--- config.mk ---
export PLATFORM = sky130hd
export DESIGN_NAME = simmem_delay_scheduler
export DESIGN_NICKNAME = d
export VERILOG_FILES = /design/src/rtl/simmem_delay_scheduler.sv
export SDC_FILE = /design/constraint.sdc
export NUM_CORES = 1
export LEC_CHECK = 0
export CAP_MARGIN = 20
export CORE_MARGIN = 2
export CORE_UTILIZATION = 35
export DETAILED_ROUTE_END_ITERATION = 6
export GPL_TIMING_DRIVEN = 0
export SETUP_SLACK_MARGIN = 0.1
export SYNTH_ARGS = -nofsm -noshare
export SYNTH_HDL_FRONTEND = slang
export SYNTH_SLANG_ARGS = --single-unit
--- constraint.sdc ---
create_clock -name clk_i -period 7.86 [get_ports clk_i]
set_input_delay 0.786 -clock clk_i [delete_from_list [all_inputs] [get_ports clk_i]]
set_output_delay 0.786 -clock clk_i [all_outputs]
set_load 0.03 [all_outputs]
--- src/rtl/simmem_delay_scheduler.sv ---
// -----------------------------------------------------------------------------
// simmem_delay_scheduler
//
// Purpose:
//   Sits between the delay calculator and the write-response message bank of
//   the simulated memory controller. Each accepted (bank address, delay) pair
//   is parked in a timer slot. When the slot's delay has elapsed, the slot
//   becomes eligible for release. Eligible slots are granted round-robin, and
//   a grant is held until the message bank takes it.
//
// Handshakes (both sides):
//   A transfer happens on a rising clk_i edge where valid and ready are both 1.
//   The source holds its payload stable while valid is high and ready is low.
//   ready never depends combinationally on valid on the same interface.
//
// Ports:
//   clk_i        clock; all state updates on the rising edge
//   rst_i        synchronous, active-high reset
//   in_valid_i   new scheduling request valid
//   in_ready_o   at least one slot is free (registered state only)
//   in_addr_i    bank address to release later
//   in_delay_i   delay in cycles
//   rel_valid_o  release request valid
//   rel_ready_i  message bank accepts the release
//   rel_addr_o   bank address to release (0 while rel_valid_o is low)
//   occupancy_o  number of non-FREE slots (registered)
// -----------------------------------------------------------------------------
module simmem_delay_scheduler #(
    parameter int NumSlots      = 8,
    parameter int BankAddrWidth = 3,
    parameter int DelayWidth    = 6
) (
    input  logic                            clk_i,
    input  logic                            rst_i,
    input  logic                            in_valid_i,
    output logic                            in_ready_o,
    input  logic [BankAddrWidth-1:0]        in_addr_i,
    input  logic [DelayWidth-1:0]           in_delay_i,
    output logic                            rel_valid_o,
    input  logic                            rel_ready_i,
    output logic [BankAddrWidth-1:0]        rel_addr_o,
    output logic [$clog2(NumSlots+1)-1:0]   occupancy_o
);

    localparam int IdxWidth = (NumSlots > 1) ? $clog2(NumSlots) : 1;
    localparam int OccWidth = $clog2(NumSlots + 1);

    typedef enum logic [1:0] {
        SLOT_FREE     = 2'd0,
        SLOT_COUNTING = 2'd1,
        SLOT_EXPIRED  = 2'd2
    } slot_state_e;

    // Per-slot state; slot_state_q doubles as the observable FSM state.
    slot_state_e                slot_state_q [NumSlots];
    slot_state_e                slot_state_d [NumSlots];
    logic [BankAddrWidth-1:0]   slot_addr_q  [NumSlots];
    logic [DelayWidth-1:0]      slot_cnt_q   [NumSlots];

    logic [IdxWidth-1:0]        ptr_q;
    logic [IdxWidth-1:0]        grant_q;
    logic                       lock_q;
    logic [OccWidth-1:0]        occ_q;

    logic [NumSlots-1:0]        free_vec;
    logic [NumSlots-1:0]        expired_vec;
    logic                       any_free;
    logic                       any_expired;
    logic [IdxWidth-1:0]        free_idx;
    logic [IdxWidth-1:0]        sel_idx;
    logic                       sel_found;
    logic [IdxWidth-1:0]        cand;
    logic [IdxWidth-1:0]        grant_idx;
    logic [IdxWidth-1:0]        ptr_next;
    logic                       accept;
    logic                       release_hs;

    // -------------------------------------------------------------------------
    // Slot status vectors
    // -------------------------------------------------------------------------
    always_comb begin
        free_vec    = '0;
        expired_vec = '0;
        for (int i = 0; i < NumSlots; i++) begin
            free_vec[i]    = (slot_state_q[i] == SLOT_FREE);
            expired_vec[i] = (slot_state_q[i] == SLOT_EXPIRED);
        end
    end

    assign any_free    = |free_vec;
    assign any_expired = |expired_vec;

    // Lowest-index free slot; scanning downward leaves the lowest match last.
    always_comb begin
        free_idx = '0;
        for (int i = NumSlots - 1; i >= 0; i--) begin
            if (free_vec[i]) begin
                free_idx = IdxWidth'(i);
            end
        end
    end

    // First expired slot at or after the pointer, wrapping modulo NumSlots.
    always_comb begin
        sel_idx   = ptr_q;
        sel_found = 1'b0;
        cand      = '0;
        for (int k = 0; k < NumSlots; k++) begin
            cand = IdxWidth'((int'(ptr_q) + k) % NumSlots);
            if (!sel_found && expired_vec[cand]) begin
                sel_found = 1'b1;
                sel_idx   = cand;
            end
        end
    end

    // -------------------------------------------------------------------------
    // Handshake signals
    // -------------------------------------------------------------------------
    // While locked, the latched grant is presented even if other slots have
    // expired meanwhile; otherwise the fresh round-robin choice is shown.
    // The reset gate keeps a stale expired slot from being offered in the
    // reset cycle itself.
    assign grant_idx   = lock_q ? grant_q : sel_idx;
    assign rel_valid_o = (lock_q || any_expired) && !rst_i;
    assign rel_addr_o  = rel_valid_o ? slot_addr_q[grant_idx] : '0;
    assign release_hs  = rel_valid_o && rel_ready_i;

    assign in_ready_o  = any_free;
    assign accept      = in_valid_i && any_free;

    assign ptr_next    = (grant_idx == IdxWidth'(NumSlots - 1)) ? '0
                                                                 : grant_idx + 1'b1;
    assign occupancy_o = occ_q;

    // -------------------------------------------------------------------------
    // Per-slot FSM: next state
    // -------------------------------------------------------------------------
    always_comb begin
        for (int i = 0; i < NumSlots; i++) begin
            slot_state_d[i] = slot_state_q[i];
            case (slot_state_q[i])
                SLOT_FREE: begin
                    if (accept && (free_idx == IdxWidth'(i))) begin
                        slot_state_d[i] = SLOT_COUNTING;
                    end
                end
                SLOT_COUNTING: begin
                    // A zero count means the delay has fully elapsed.
                    if (slot_cnt_q[i] == '0) begin
                        slot_state_d[i] = SLOT_EXPIRED;
                    end
                end
                SLOT_EXPIRED: begin
                    if (release_hs && (grant_idx == IdxWidth'(i))) begin
                        slot_state_d[i] = SLOT_FREE;
                    end
                end
                default: begin
                    slot_state_d[i] = SLOT_FREE;
                end
            endcase
        end
    end

    // -------------------------------------------------------------------------
    // State registers
    // -------------------------------------------------------------------------
    always_ff @(posedge clk_i) begin
        if (rst_i) begin
            for (int i = 0; i < NumSlots; i++) begin
                slot_state_q[i] <= SLOT_FREE;
                slot_addr_q[i]  <= '0;
                slot_cnt_q[i]   <= '0;
            end
            ptr_q   <= '0;
            grant_q <= '0;
            lock_q  <= 1'b0;
            occ_q   <= '0;
        end else begin
            for (int i = 0; i < NumSlots; i++) begin
                slot_state_q[i] <= slot_state_d[i];
                if ((slot_state_q[i] == SLOT_FREE) && accept &&
                    (free_idx == IdxWidth'(i))) begin
                    slot_addr_q[i] <= in_addr_i;
                    slot_cnt_q[i]  <= in_delay_i;
                end else if ((slot_state_q[i] == SLOT_COUNTING) &&
                             (slot_cnt_q[i] != '0)) begin
                    slot_cnt_q[i] <= slot_cnt_q[i] - 1'b1;
                end
            end

            if (release_hs) begin
                ptr_q  <= ptr_next;
                lock_q <= 1'b0;
            end else if (rel_valid_o && !lock_q) begin
                // Offered but not taken: freeze this choice until handshake.
                lock_q  <= 1'b1;
                grant_q <= sel_idx;
            end

            // Simultaneous accept and release cancel out.
            case ({accept, release_hs})
                2'b10:   occ_q <= occ_q + 1'b1;
                2'b01:   occ_q <= occ_q - 1'b1;
                default: occ_q <= occ_q;
            endcase
        end
    end

endmodule

==> metrics.md <==
| Metric | Value |
|---|---|
| Run status | finished clean |
| Cell Pwr Density | 169 mW/mm^2 |
| Worst Setup End Kind | primary output |
| Post-synthesis net count | 741 |
| Crit path arrival time | 5.08 ns |
| Total grt overflow | 0 |
| Initial antenna violation count | 0 |
| Initial core utilization | 35.7% |
| Post_cts resized | 0 |
| Met1 Wirelength | 7.90 mm |
| Required time worst endpoint | 7.07 ns |
| Crit start category | register |
| CP bufs+invs | 4 |
| Post-DP HPWL | 12.6 mm |
| Post-Syn Instances | 703 |
| CTS sink count | 99 |
| Static leakage | 2.62 nW |
| Top Family by Delay on Critical Path | buffers and inverters |
| 1st-pass router iterations | 5 |
| Async SR Flop Fraction | 0% |
| Routed WL per cell | 17.3 um |
| Port Buf Inserts | 15 |
| Yosys reg bits | 99 |
| Largest net degree at the start of global routing | 17 |
| # rows | 50 |
| CP Max Fanout | 10 |
| Fin. Hold Viols | 0 |
| Max-slew headroom | 45.3% |
| Vias in the first global route | 5019 |
| Detailed-route DRC error count | 0 |
| Area grow syn2layout | 11.1% |
| Post-route clock period utilization | 74.7% |
| Number of library cell types mapped by synthesis | 75 |
| FF/Latch Area | 0.00270 mm^2 |
| Min-delay worst type | reg -> reg |
| Skew final | 0.0104 ns |
| Worst IR Drop VDD | 103 uV |
| Minimum clock period | 5.87 ns |
| Total core area | 0.0187 mm^2 |
| Avg Cell Area, Syn | 9.51 um^2 |
| Max cap viols | 0 |
| Slew Limit Fails | 0 |
| Area of the multi-input gates | 0.00367 mm^2 |
| Dominant cells by area after synthesis | edfxtp_1 (32%), dfxtp_1 (8.1%), nor2_1 (6.2%) |
| Met3 WL | 632 um |
| Clk buf depth | 2 |
| Fill cells | 1843 |
| Worst skew pair latency | 0.36 ns |
| Vias per cell | 5.47 |
| Main synth FF type | edfxtp_1 |
| Total Routing Usage GR | 17.2% |
| CP peak stage delay | 0.70 ns |
| Unrepaired setup endpoints after global routing | no |
| Layout cell share with drive strength beyond 1 | 8.58% |
| Fmax | 170 MHz |
| Highest Signal Layer | met4 |
| Antenna cells | 0 |
| Die width | 142 um |
| Clk root buf | clkbuf_16 |
| Initial DRC count | 387 |
| Via Count | 5298 |
| Post-synth top area cell | edfxtp_1 |
| Count leader, synth | nor2_1 |
| Setup-failing EPs final | 0 |
| Detail Route Antenna Nets | 0 |
| Tightest Pin Transition | 0.821 ns |
| Register area share after synthesis | 40.4% |
| Total setup buffers inserted after CTS | 0 |
| Design Area, Final | 0.00743 mm^2 |
| Die span in y | 142 um |
| H-tree depth | 3 |
| Setup TNS | 0 ns |
| CP Cell Sequence | inv_2, ha_1, clkbuf_1, mux4_2, nor2_1, nor4bb_1, o21ai_0, o211ai_2, mux2i_1, clkbuf_1, mux2_2, o22ai_1, clkdlybuf4s50_1 |
| Die ar. | 0.0202 mm^2 |
| Global-route wire length before repair | 26.9 mm |
| Placer congestion estimate | 0.856 |
| Yosys warns | 0 |
| Clock slew at reported path FFs | 0.07 ns |
| DR WL met2 | 7.89 mm |
| # hold bufs at CTS | 0 |
| CP Class | reg -> out |
| Number of synthesized flops with an enable pin | 72 |
| Nets@finish | 767 |
| DP Area | 0.00713 mm^2 |
| Synth top area share | 32.3% |
| Mapped Area | 0.00669 mm^2 |
| IO Pins | 22 |
| CP most frequent cell | clkbuf_1 |
| Post-Route WL | 16.8 mm |
| Slowest cell on crit path | clkdlybuf4s50_1 |
| CTS tree | done |
| Top cells by count, synth | nor2_1 (111), edfxtp_1 (72), nand2_1 (51) |
| CTS buffer count | 9 |
==> state kept, by name (all words and copies together) (netlist names) <==
| name | cells |
|---|---|
| slot_cnt_q | 48 |
| slot_state_q | 16 |
| ptr_q | 3 |
| grant_q | 3 |
| slot_addr_q | 24 |
| lock_q | 1 |
| occupancy_o | 4 |
==> kinds of logic after synthesis <==
logic type / count (synthesis) / synth area share, %
simple gates: 289 / 21.8
flops: 99 / 40.4
compound gates: 139 / 14.2
mux: 44 / 9.17
fa+ha+maj: 25 / 4.79
buf+inv: 70 / 4.62
xor+xnor: 37 / 4.96
==> stage by stage <==
stage          instances  power, mW  hold slack (ns)  worst slack (ns)  util (%)
2_1_floorplan        703      0.764            0.460              3.41         -
3_3_place_gp         952      0.816            0.472              2.38      38.1
3_5_place_dp         952      0.817            0.483              2.36      38.1
4_1_cts              968       1.27            0.497              1.95      39.7
5_1_grt              968       1.31            0.540              1.68      39.7
6_report             968       1.25            0.496              1.99      39.7
==> report_power, final <==
part	internal, mW	total (mW)	switching (mW)
clock network	0.253	0.448	0.195
registers	0.595	0.618	0.0233
logic	0.0744	0.189	0.114
==> path summary, 6_finish.rpt <==
path	from	end	slack [ns]	depth (start not counted)
worst max register to register	ptr_q[1]	slot_state_q[1][7]	3.54	14
worst min-delay path	occupancy_o[3]	occupancy_o[3]	0.50	2
worst max-delay path	ptr_q[1]	rel_addr_o[2]	1.99	13
worst min register to register	occupancy_o[3]	occupancy_o[3]	0.50	2
==> area by class of cell <==
cell class / instances / share of cell area, %
Inverter: 34 / 1.72
Clock buffer: 13 / 3.81
Clock inverter: 3 / 0.253
Tap cell: 234 / 3.94
Timing Repair Buffer: 15 / 2.02
Sequential cell: 99 / 36.4
Buffer: 36 / 2.44
Multi-Input combinational cell: 534 / 49.4
==> per-layer routing <==
metal	up-vias	global-route usage, %
li1	2605	-
met3	20	2.79
met5	-	0
met2	119	27.6
met4	0	7.05
met1	2554	23.0
==> cells in the final DEF (no fill, tap or decap), types with 4 or more instances in the layout <==
| cell | n |
|---|---|
| nand2_1 | 51 |
| o21ai_0 | 27 |
| edfxtp_1 | 72 |
| o211ai_1 | 4 |
| mux4_2 | 12 |
| clkdlybuf4s50_1 | 15 |
| nor3_1 | 22 |
| clkbuf_2 | 4 |
| buf_6 | 5 |
| o22ai_1 | 7 |
| clkbuf_16 | 11 |
| a31oi_1 | 5 |
| nand2b_1 | 25 |
| mux2i_1 | 25 |
| nand3b_1 | 6 |
| clkbuf_1 | 24 |
| dfxtp_1 | 27 |
| mux2_2 | 5 |
| xnor2_1 | 18 |
| xor2_1 | 18 |
| ha_1 | 24 |
| or2_2 | 4 |
| nor2_1 | 111 |
| nor4_1 | 4 |
| or3_1 | 13 |
| nor3b_1 | 5 |
| a22oi_1 | 15 |
| inv_1 | 30 |
| nor2b_1 | 11 |
| a211oi_1 | 17 |
| and3b_1 | 5 |
| o31ai_1 | 5 |
| a21oi_1 | 29 |
| nand3_1 | 10 |
==> tightest hold or removal path, delay by kind of cell, from the launching register on <==
kind,cells,cell delay [ns]
AOI/OAI and AO/OA,2,0.13
DFF,1,0.32
(Power assumes the default switching activity.)
